===== src/rtl/f1_pkg.sv =====
// f1_pkg: shared types and constants for the F1 reaction timer.
package f1_pkg;

  // Controller states.
  typedef enum logic [2:0] {
    S_IDLE,
    S_ARMED,
    S_HOLD,
    S_TIMING,
    S_DONE,
    S_FAULT
  } state_t;

  // Random hold LFSR: 7 bits, x^7 + x^6 + 1 (feedback from bits 6 and 5).
  localparam int                LFSR_W    = 7;
  localparam logic [LFSR_W-1:0] LFSR_TAPS = 7'h60;
  localparam logic [LFSR_W-1:0] LFSR_SEED = 7'h01;

  // One Fibonacci step: shift left, feed back the XOR of the tapped bits.
  function automatic logic [LFSR_W-1:0] lfsr_next(input logic [LFSR_W-1:0] s);
    return {s[LFSR_W-2:0], ^(s & LFSR_TAPS)};
  endfunction

endpackage


===== src/rtl/f1_reaction_timer_if.sv =====
// f1_reaction_timer_if: tick/lights/start/button inputs and result outputs.
interface f1_reaction_timer_if #(
  parameter int D_WIDTH = 8,
  parameter int T_WIDTH = 16
);
  logic               tick;
  logic [D_WIDTH-1:0] lights;
  logic               start;
  logic               btn;
  logic               go;
  logic [T_WIDTH-1:0] react_time;
  logic               valid;
  logic               false_start;
  logic               timeout;
  logic               busy;

  // Environment side: drives stimulus, observes results.
  modport master (
    output tick, lights, start, btn,
    input  go, react_time, valid, false_start, timeout, busy
  );

  // Timer side.
  modport slave (
    input  tick, lights, start, btn,
    output go, react_time, valid, false_start, timeout, busy
  );
endinterface


===== src/rtl/f1_lfsr.sv =====
// f1_lfsr: free-running 7-bit Fibonacci LFSR used to randomise the hold time.
module f1_lfsr
  import f1_pkg::*;
(
  input  logic              clk,
  input  logic              rst,
  output logic [LFSR_W-1:0] q
);
  logic [LFSR_W-1:0] q_q;

  // Advance every clock; a non-zero seed keeps the sequence out of the all-zero lock-up.
  always_ff @(posedge clk) begin
    if (!rst) q_q <= LFSR_SEED;
    else      q_q <= lfsr_next(q_q);
  end

  assign q = q_q;
endmodule


===== src/rtl/f1_reaction_timer.sv =====
// f1_reaction_timer: waits for all start lights, holds a random number of
// ticks, pulses go at lights-out and measures the driver's reaction in ticks.
// Optional feature: define F1_FALSE_START_EN to detect a button press before
// lights-out (ARMED/HOLD) and latch it as a false start in the FAULT state.
module f1_reaction_timer
  import f1_pkg::*;
#(
  parameter int D_WIDTH   = 8,
  parameter int T_WIDTH   = 16,
  parameter int DELAY_MIN = 2
) (
  input logic                clk,
  input logic                rst,
  f1_reaction_timer_if.slave bus
);
  // One extra bit so lfsr + DELAY_MIN cannot wrap.
  localparam int                 HOLD_W = LFSR_W + 1;
  localparam logic [T_WIDTH-1:0] T_MAX  = '1;

  state_t             state_q, state_d;
  logic [HOLD_W-1:0]  hold_cnt_q, hold_cnt_d;
  logic [T_WIDTH-1:0] count_q, count_d;
  logic [T_WIDTH-1:0] react_time_q, react_time_d;
  logic               go_q, go_d;
  logic               valid_q, valid_d;
  logic               false_start_q, false_start_d;
  logic               timeout_q, timeout_d;
  logic               busy_q, busy_d;

  logic [LFSR_W-1:0]  lfsr_w;
  logic [D_WIDTH-1:0] lights_w;
  logic               lights_full;
  logic               fs_btn;
  logic [HOLD_W-1:0]  hold_load;
  logic [T_WIDTH-1:0] count_inc;

  f1_lfsr u_lfsr (
    .clk (clk),
    .rst (rst),
    .q   (lfsr_w)
  );

  assign lights_w    = bus.lights;
  assign lights_full = &lights_w;
  assign hold_load   = HOLD_W'(lfsr_w) + HOLD_W'(DELAY_MIN);
  // Counter value including a tick on this clock, saturating at all ones.
  assign count_inc   = (bus.tick && (count_q != T_MAX)) ? count_q + T_WIDTH'(1) : count_q;

`ifdef F1_FALSE_START_EN
  assign fs_btn          = bus.btn;
  assign bus.false_start = false_start_q;
`else
  assign fs_btn          = 1'b0;
  assign bus.false_start = 1'b0;
`endif

  // Next-state and next-output logic; results only change on run start or completion.
  always_comb begin
    state_d       = state_q;
    hold_cnt_d    = hold_cnt_q;
    count_d       = count_q;
    react_time_d  = react_time_q;
    go_d          = 1'b0;
    valid_d       = valid_q;
    false_start_d = false_start_q;
    timeout_d     = timeout_q;
    case (state_q)
      S_IDLE: begin
        if (bus.start) begin
          state_d       = S_ARMED;
          react_time_d  = '0;
          valid_d       = 1'b0;
          false_start_d = 1'b0;
          timeout_d     = 1'b0;
        end
      end
      S_ARMED: begin
        if (fs_btn) begin
          state_d       = S_FAULT;
          false_start_d = 1'b1;
        end else if (lights_full) begin
          state_d    = S_HOLD;
          hold_cnt_d = hold_load;
        end
      end
      S_HOLD: begin
        // Lights are deliberately not re-checked here.
        if (fs_btn) begin
          state_d       = S_FAULT;
          false_start_d = 1'b1;
        end else if (bus.tick) begin
          if (hold_cnt_q == HOLD_W'(1)) begin
            state_d    = S_TIMING;
            go_d       = 1'b1;
            count_d    = '0;
            hold_cnt_d = '0;
          end else begin
            hold_cnt_d = hold_cnt_q - HOLD_W'(1);
          end
        end
      end
      S_TIMING: begin
        count_d = count_inc;
        if (bus.btn) begin
          state_d      = S_DONE;
          react_time_d = count_inc;
          valid_d      = 1'b1;
        end else if (bus.tick && (count_q == T_MAX)) begin
          state_d      = S_DONE;
          react_time_d = T_MAX;
          valid_d      = 1'b1;
          timeout_d    = 1'b1;
        end
      end
      S_DONE: begin
        if (bus.start && !bus.btn) begin
          state_d       = S_ARMED;
          react_time_d  = '0;
          valid_d       = 1'b0;
          false_start_d = 1'b0;
          timeout_d     = 1'b0;
        end
      end
      S_FAULT: begin
        if (!bus.start && !bus.btn) state_d = S_IDLE;
      end
      default: state_d = S_IDLE;
    endcase
    busy_d = (state_d == S_ARMED) || (state_d == S_HOLD) || (state_d == S_TIMING);
  end

  // State and output registers; reset discards any run in progress.
  always_ff @(posedge clk) begin
    if (!rst) begin
      state_q       <= S_IDLE;
      hold_cnt_q    <= '0;
      count_q       <= '0;
      react_time_q  <= '0;
      go_q          <= 1'b0;
      valid_q       <= 1'b0;
      false_start_q <= 1'b0;
      timeout_q     <= 1'b0;
      busy_q        <= 1'b0;
    end else begin
      state_q       <= state_d;
      hold_cnt_q    <= hold_cnt_d;
      count_q       <= count_d;
      react_time_q  <= react_time_d;
      go_q          <= go_d;
      valid_q       <= valid_d;
      false_start_q <= false_start_d;
      timeout_q     <= timeout_d;
      busy_q        <= busy_d;
    end
  end

  assign bus.go         = go_q;
  assign bus.react_time = react_time_q;
  assign bus.valid      = valid_q;
  assign bus.timeout    = timeout_q;
  assign bus.busy       = busy_q;
endmodule


===== src/flat_wrapper.sv =====
// flat-port wrapper written by rule: the top's interface ports become plain ports
module f1_reaction_timer_flat import f1_pkg::*;
#(
  parameter int D_WIDTH   = 8,
  parameter int T_WIDTH   = 16,
  parameter int DELAY_MIN = 2
)
  (clk, rst, bus_tick, bus_lights, bus_start, bus_btn, bus_go, bus_react_time, bus_valid, bus_false_start, bus_timeout, bus_busy);
  f1_reaction_timer_if #(.D_WIDTH(D_WIDTH), .T_WIDTH(T_WIDTH)) bus_i ();
  input logic clk;
  input logic rst;
  input wire logic [$bits(bus_i.tick)-1:0] bus_tick;
  input wire logic [$bits(bus_i.lights)-1:0] bus_lights;
  input wire logic [$bits(bus_i.start)-1:0] bus_start;
  input wire logic [$bits(bus_i.btn)-1:0] bus_btn;
  output wire logic [$bits(bus_i.go)-1:0] bus_go;
  output wire logic [$bits(bus_i.react_time)-1:0] bus_react_time;
  output wire logic [$bits(bus_i.valid)-1:0] bus_valid;
  output wire logic [$bits(bus_i.false_start)-1:0] bus_false_start;
  output wire logic [$bits(bus_i.timeout)-1:0] bus_timeout;
  output wire logic [$bits(bus_i.busy)-1:0] bus_busy;
  assign bus_i.tick = bus_tick;
  assign bus_i.lights = bus_lights;
  assign bus_i.start = bus_start;
  assign bus_i.btn = bus_btn;
  assign bus_go = bus_i.go;
  assign bus_react_time = bus_i.react_time;
  assign bus_valid = bus_i.valid;
  assign bus_false_start = bus_i.false_start;
  assign bus_timeout = bus_i.timeout;
  assign bus_busy = bus_i.busy;
  f1_reaction_timer #(.D_WIDTH(D_WIDTH), .T_WIDTH(T_WIDTH), .DELAY_MIN(DELAY_MIN)) u_core (.clk(clk), .rst(rst), .bus(bus_i));
endmodule

===== config.mk =====
export PLATFORM = sky130hd
export DESIGN_NAME = f1_reaction_timer_flat
export DESIGN_NICKNAME = d
export VERILOG_FILES = /design/src/rtl/f1_pkg.sv /design/src/rtl/f1_reaction_timer_if.sv /design/src/rtl/f1_lfsr.sv /design/src/rtl/f1_reaction_timer.sv /design/src/flat_wrapper.sv
export SDC_FILE = /design/constraint.sdc
export NUM_CORES = 1
export LEC_CHECK = 0
export CAP_MARGIN = 20
export CELL_PAD_IN_SITES_DETAIL_PLACEMENT = 1
export CELL_PAD_IN_SITES_GLOBAL_PLACEMENT = 1
export CORE_ASPECT_RATIO = 1.2
export CORE_MARGIN = 1.5
export CORE_UTILIZATION = 38
export CTS_CLUSTER_SIZE = 8
export DETAILED_ROUTE_END_ITERATION = 12
export GPL_TIMING_DRIVEN = 0
export PLACE_DENSITY = 0.79
export SYNTH_ARGS = -nofsm -noshare
export SYNTH_HDL_FRONTEND = slang
export SYNTH_SLANG_ARGS = --single-unit

===== constraint.sdc =====
create_clock -name clk -period 1.95 [get_ports clk]
set_input_delay 0.39 -clock clk [delete_from_list [all_inputs] [get_ports clk]]
set_output_delay 0.39 -clock clk [all_outputs]
set_load 0.05 [all_outputs]

==> results.toml <==
[clock_network]
tritoncts = "yes"
cts.sinks = 54
cts_htree_levels = 2
clk_pin_slew_ps = 110
clockBufferDepth = 2
clock_latency_ps = 320
cts_made_buffers = 5
cts_root_buffer = "clkbuf_8"

[synth]
synthFlopType = "dfxtp_1"
synth-seq-cells = 54
synth_edf_count = 0
post-synth-top-count-cell = "dfxtp_1"
yosysWarnings = 0
ys_seq_area_share_pct = 36.2
syn_nets = 390
synth_common_cells = "dfxtp_1 (54), nand2_1 (44), o21ai_0 (34), a21oi_1 (31), nor2_1 (24)"
synth.area.top_cells = "dfxtp_1 (36%), o21ai_0 (5.7%), nand2_1 (5.5%)"
async_flop_share_pct = 0
synth_top_area_share_pct = 36.2
syn_inst = 372
synth.avg_cell_area_um2 = 8.03
yosysUniqueCellTypes = 64
synth_area_um2 = 2990
synth_top_cell_by_area = "dfxtp_1"

[worst_setup_path]
cp_max_fo = 8
cp.required_ps = 2190
reg2regPathDepth = 6
path_class = "flop to flop"
cp_num_buf_inv = 0
setup.worst_path.end_class = "flop"
rr_endpoint = "u_core.bus.react_time[5]$_SDFFE_PN0P_"
crit_top_cell = "and3_4"
path_cells = "ha_4 > nand4_1 > or4_4 > and3_4 > and3_4 > o31ai_2"
cp_slowest_cell = "or4_4"
critPathMaxStageDelay_ps = 620
timing.rr.start = "u_core.count_q[0]$_SDFFE_PN0P_"
critPathArrivalTime_ps = 2210
crit_path_start_kind = "flop"
crit_family = "simple AND/OR/NAND/NOR gates"
r2r_slack_ps = -20

[floorplan]
die-area_um2 = 8410
io_pins = 34
start_util_pct = 39.0
die_h_um = 100
core_area_um2 = 7660
die_width_um = 83.9
rows = 35

[cells_and_area]
final_cells = 517
antenna_cells = 0
fillers = 899
drive_gt1_share_pct = 19.8
areaGrowthSynthToFinish_pct = 28.1
fin_nets = 443

[power]
p_leak_nw = 1.41
ir_drop_v = 0.000315
total_power_mw = 1.90
p_per_area_nw_per_um2 = 496

[run]
max_cap_viol_count = 0

[grt]
overflow = 0
grt_pass1_vias = 3011
grt_pass1_wl_um = 14500
grt_max_degree = 17
gr-max-usage-layer = "met2"
track_usage_pct = 21.4
grt_util_met1_pct = 23.7
use_met2_pct = 41.6
use_met3_pct = 3.29
antenna_found_initial = 0

[hold_path]
min_to = "u_core.bus.react_time[9]$_SDFFE_PN0P_"
hold-path-cell-count = 2
hp-start = "u_core.bus.react_time[9]$_SDFFE_PN0P_"
hp-class = "flop to flop"

[timing]
drv_slew = 0
fin_crit_sh_pct = 101
tns_ps = -20.3
fin_skew_ps = 13.0
tightest_slew_ps = 654
fmax_mhz = 508
relSlewSlack_pct = 56.1
timing.final.ws_setup_ps = -20.3
setup_viol = 1
rsz0062_at_grt = "true"
fin_crit_ps = 1970
hold_viol = 0

[placement]
gp_congestion = 0.860
io_buffers = 30
dp_hpwl_um = 6400
place_inst = 495

[route]
first_iter_violations = 107
dr.pass1.iters = 4
wirelength_um = 9060
vias = 2992
route.detailed.drc = 0
via_per_inst = 5.79
routedWlPerCell_um = 17.5
detail-route-antenna-nets = 0

[status]
violations = "setup timing"
status = "complete, but fails checks"
sequential cells by signal, indices dropped and copies added, names as in the netlist:
signal,flops
u_core.hold_cnt_q,8
u_core.bus.go,1
u_core.bus.timeout,1
u_core.state_q,3
u_core.bus.busy,1
u_core.bus.valid,1
u_core.u_lfsr.q,7
u_core.bus.react_time,16
u_core.count_q,16
cells in the final DEF (no fill, tap or decap), types with 3 or more instances in the layout:
cell type,n
o31ai_1,3
a31oi_1,4
a21oi_1,31
inv_1,12
nor3_1,6
o22ai_1,5
dfxtp_2,6
nand4b_1,3
nand2_1,43
a211oi_1,4
xnor2_1,5
o21ai_0,26
dlymetal6s2s_1,3
and3_1,3
o211ai_1,4
dfxtp_1,46
buf_4,24
nand4_1,7
clkbuf_8,6
and2_1,7
clkbuf_2,3
ha_1,4
clkbuf_1,5
or3_1,5
buf_6,5
nand3_1,16
xor2_1,8
clkdlybuf4s50_1,26
nor2_1,23
o21ai_1,8
tightest hold or removal path, delay by kind of cell (launching register included):
family | cells | cell delay [ps]
AOI/OAI and AO/OA | 1 | 50
and+or+nand+nor | 1 | 50
DFF | 1 | 320
stage by stage:
| stage | instance area (um2) | util [%] | hold WS (ps) | setup WS (ps) |
|---|---|---|---|---|
| floorplan | 2990 | - | 431 | 13.5 |
| global placement | 3400 | 44.4 | 434 | -830 |
| finish | 3830 | 50.0 | 457 | -20.3 |
| detailed placement | 3410 | 44.5 | 450 | -875 |
| CTS | 3680 | 48.1 | 465 | 0.206 |
| global route | 3830 | 50.0 | 507 | -91.6 |
power breakdown:
group	internal [mW]	switching, mW	total (mW)
Combinational	0.0631	0.0878	0.151
Clock	0.250	0.386	0.636
Sequential	1.11	0.00568	1.11
worst max path at each step:
stage	start	endpoint	slack, ps	cells after the start
floorplan	u_core.count_q[0]$_SDFFE_PN0P_	u_core.bus.react_time[13]$_SDFFE_PN0P_	10	7
global placement	bus_tick	u_core.bus.react_time[14]$_SDFFE_PN0P_	-830	7
detailed placement	bus_tick	u_core.bus.react_time[14]$_SDFFE_PN0P_	-880	7
CTS	u_core.count_q[5]$_SDFFE_PN0P_	u_core.bus.react_time[5]$_SDFFE_PN0P_	0.2	7
finish	u_core.count_q[0]$_SDFFE_PN0P_	u_core.bus.react_time[5]$_SDFFE_PN0P_	-20	6
global route	u_core.hold_cnt_q[1]$_SDFFE_PN0P_	u_core.count_q[1]$_SDFFE_PN0P_	-90	8
layer usage:
metal / routed length [um] / up-vias
met1: 3650 / 1454
met5: 0 / -
met4: 208 / 0
met2: 4890 / 62
met3: 311 / 16
li1: - / 1460
cell families (layout without fill, tap and decap cells):
| logic type | count (synthesis) | after routing | synth area share (%) |
|---|---|---|---|
| AND/OR/NAND/NOR | 145 | 145 | 26.0 |
| buffers and inverters | 37 | 90 | 6.36 |
| other | 1 | 1 | 0.126 |
| multiplexers | 2 | 2 | 0.670 |
| adder cells (fa/ha/maj) | 5 | 5 | 2.09 |
| XOR/XNOR | 13 | 13 | 3.81 |
| AO/OA/AOI/OAI | 115 | 115 | 24.7 |
| flip-flops | 54 | 54 | 36.2 |
repair_timing:
action / 4_1_cts / 5_1_grt
hold buffers: 0 / 0
pin swaps: 5 / 6
setup buffers: 10 / 8
resized for setup: 35 / 35
cloned: 0 / 1
endpoints found under the setup margin: 46 / 42
final cells by class:
type	count	area [um2]	share of cell area, %
well taps	92	115	3.01
plain buffers	21	144	3.76
inverters	12	45.0	1.18
multi-input cells	281	1890	49.2
flip-flops and latches	54	1100	28.6
clock buffers	5	68.8	1.80
clock inverters	2	13.8	0.359
repair buffers	50	460	12.0
No activity file was read; power rests on OpenSTA's default activity.
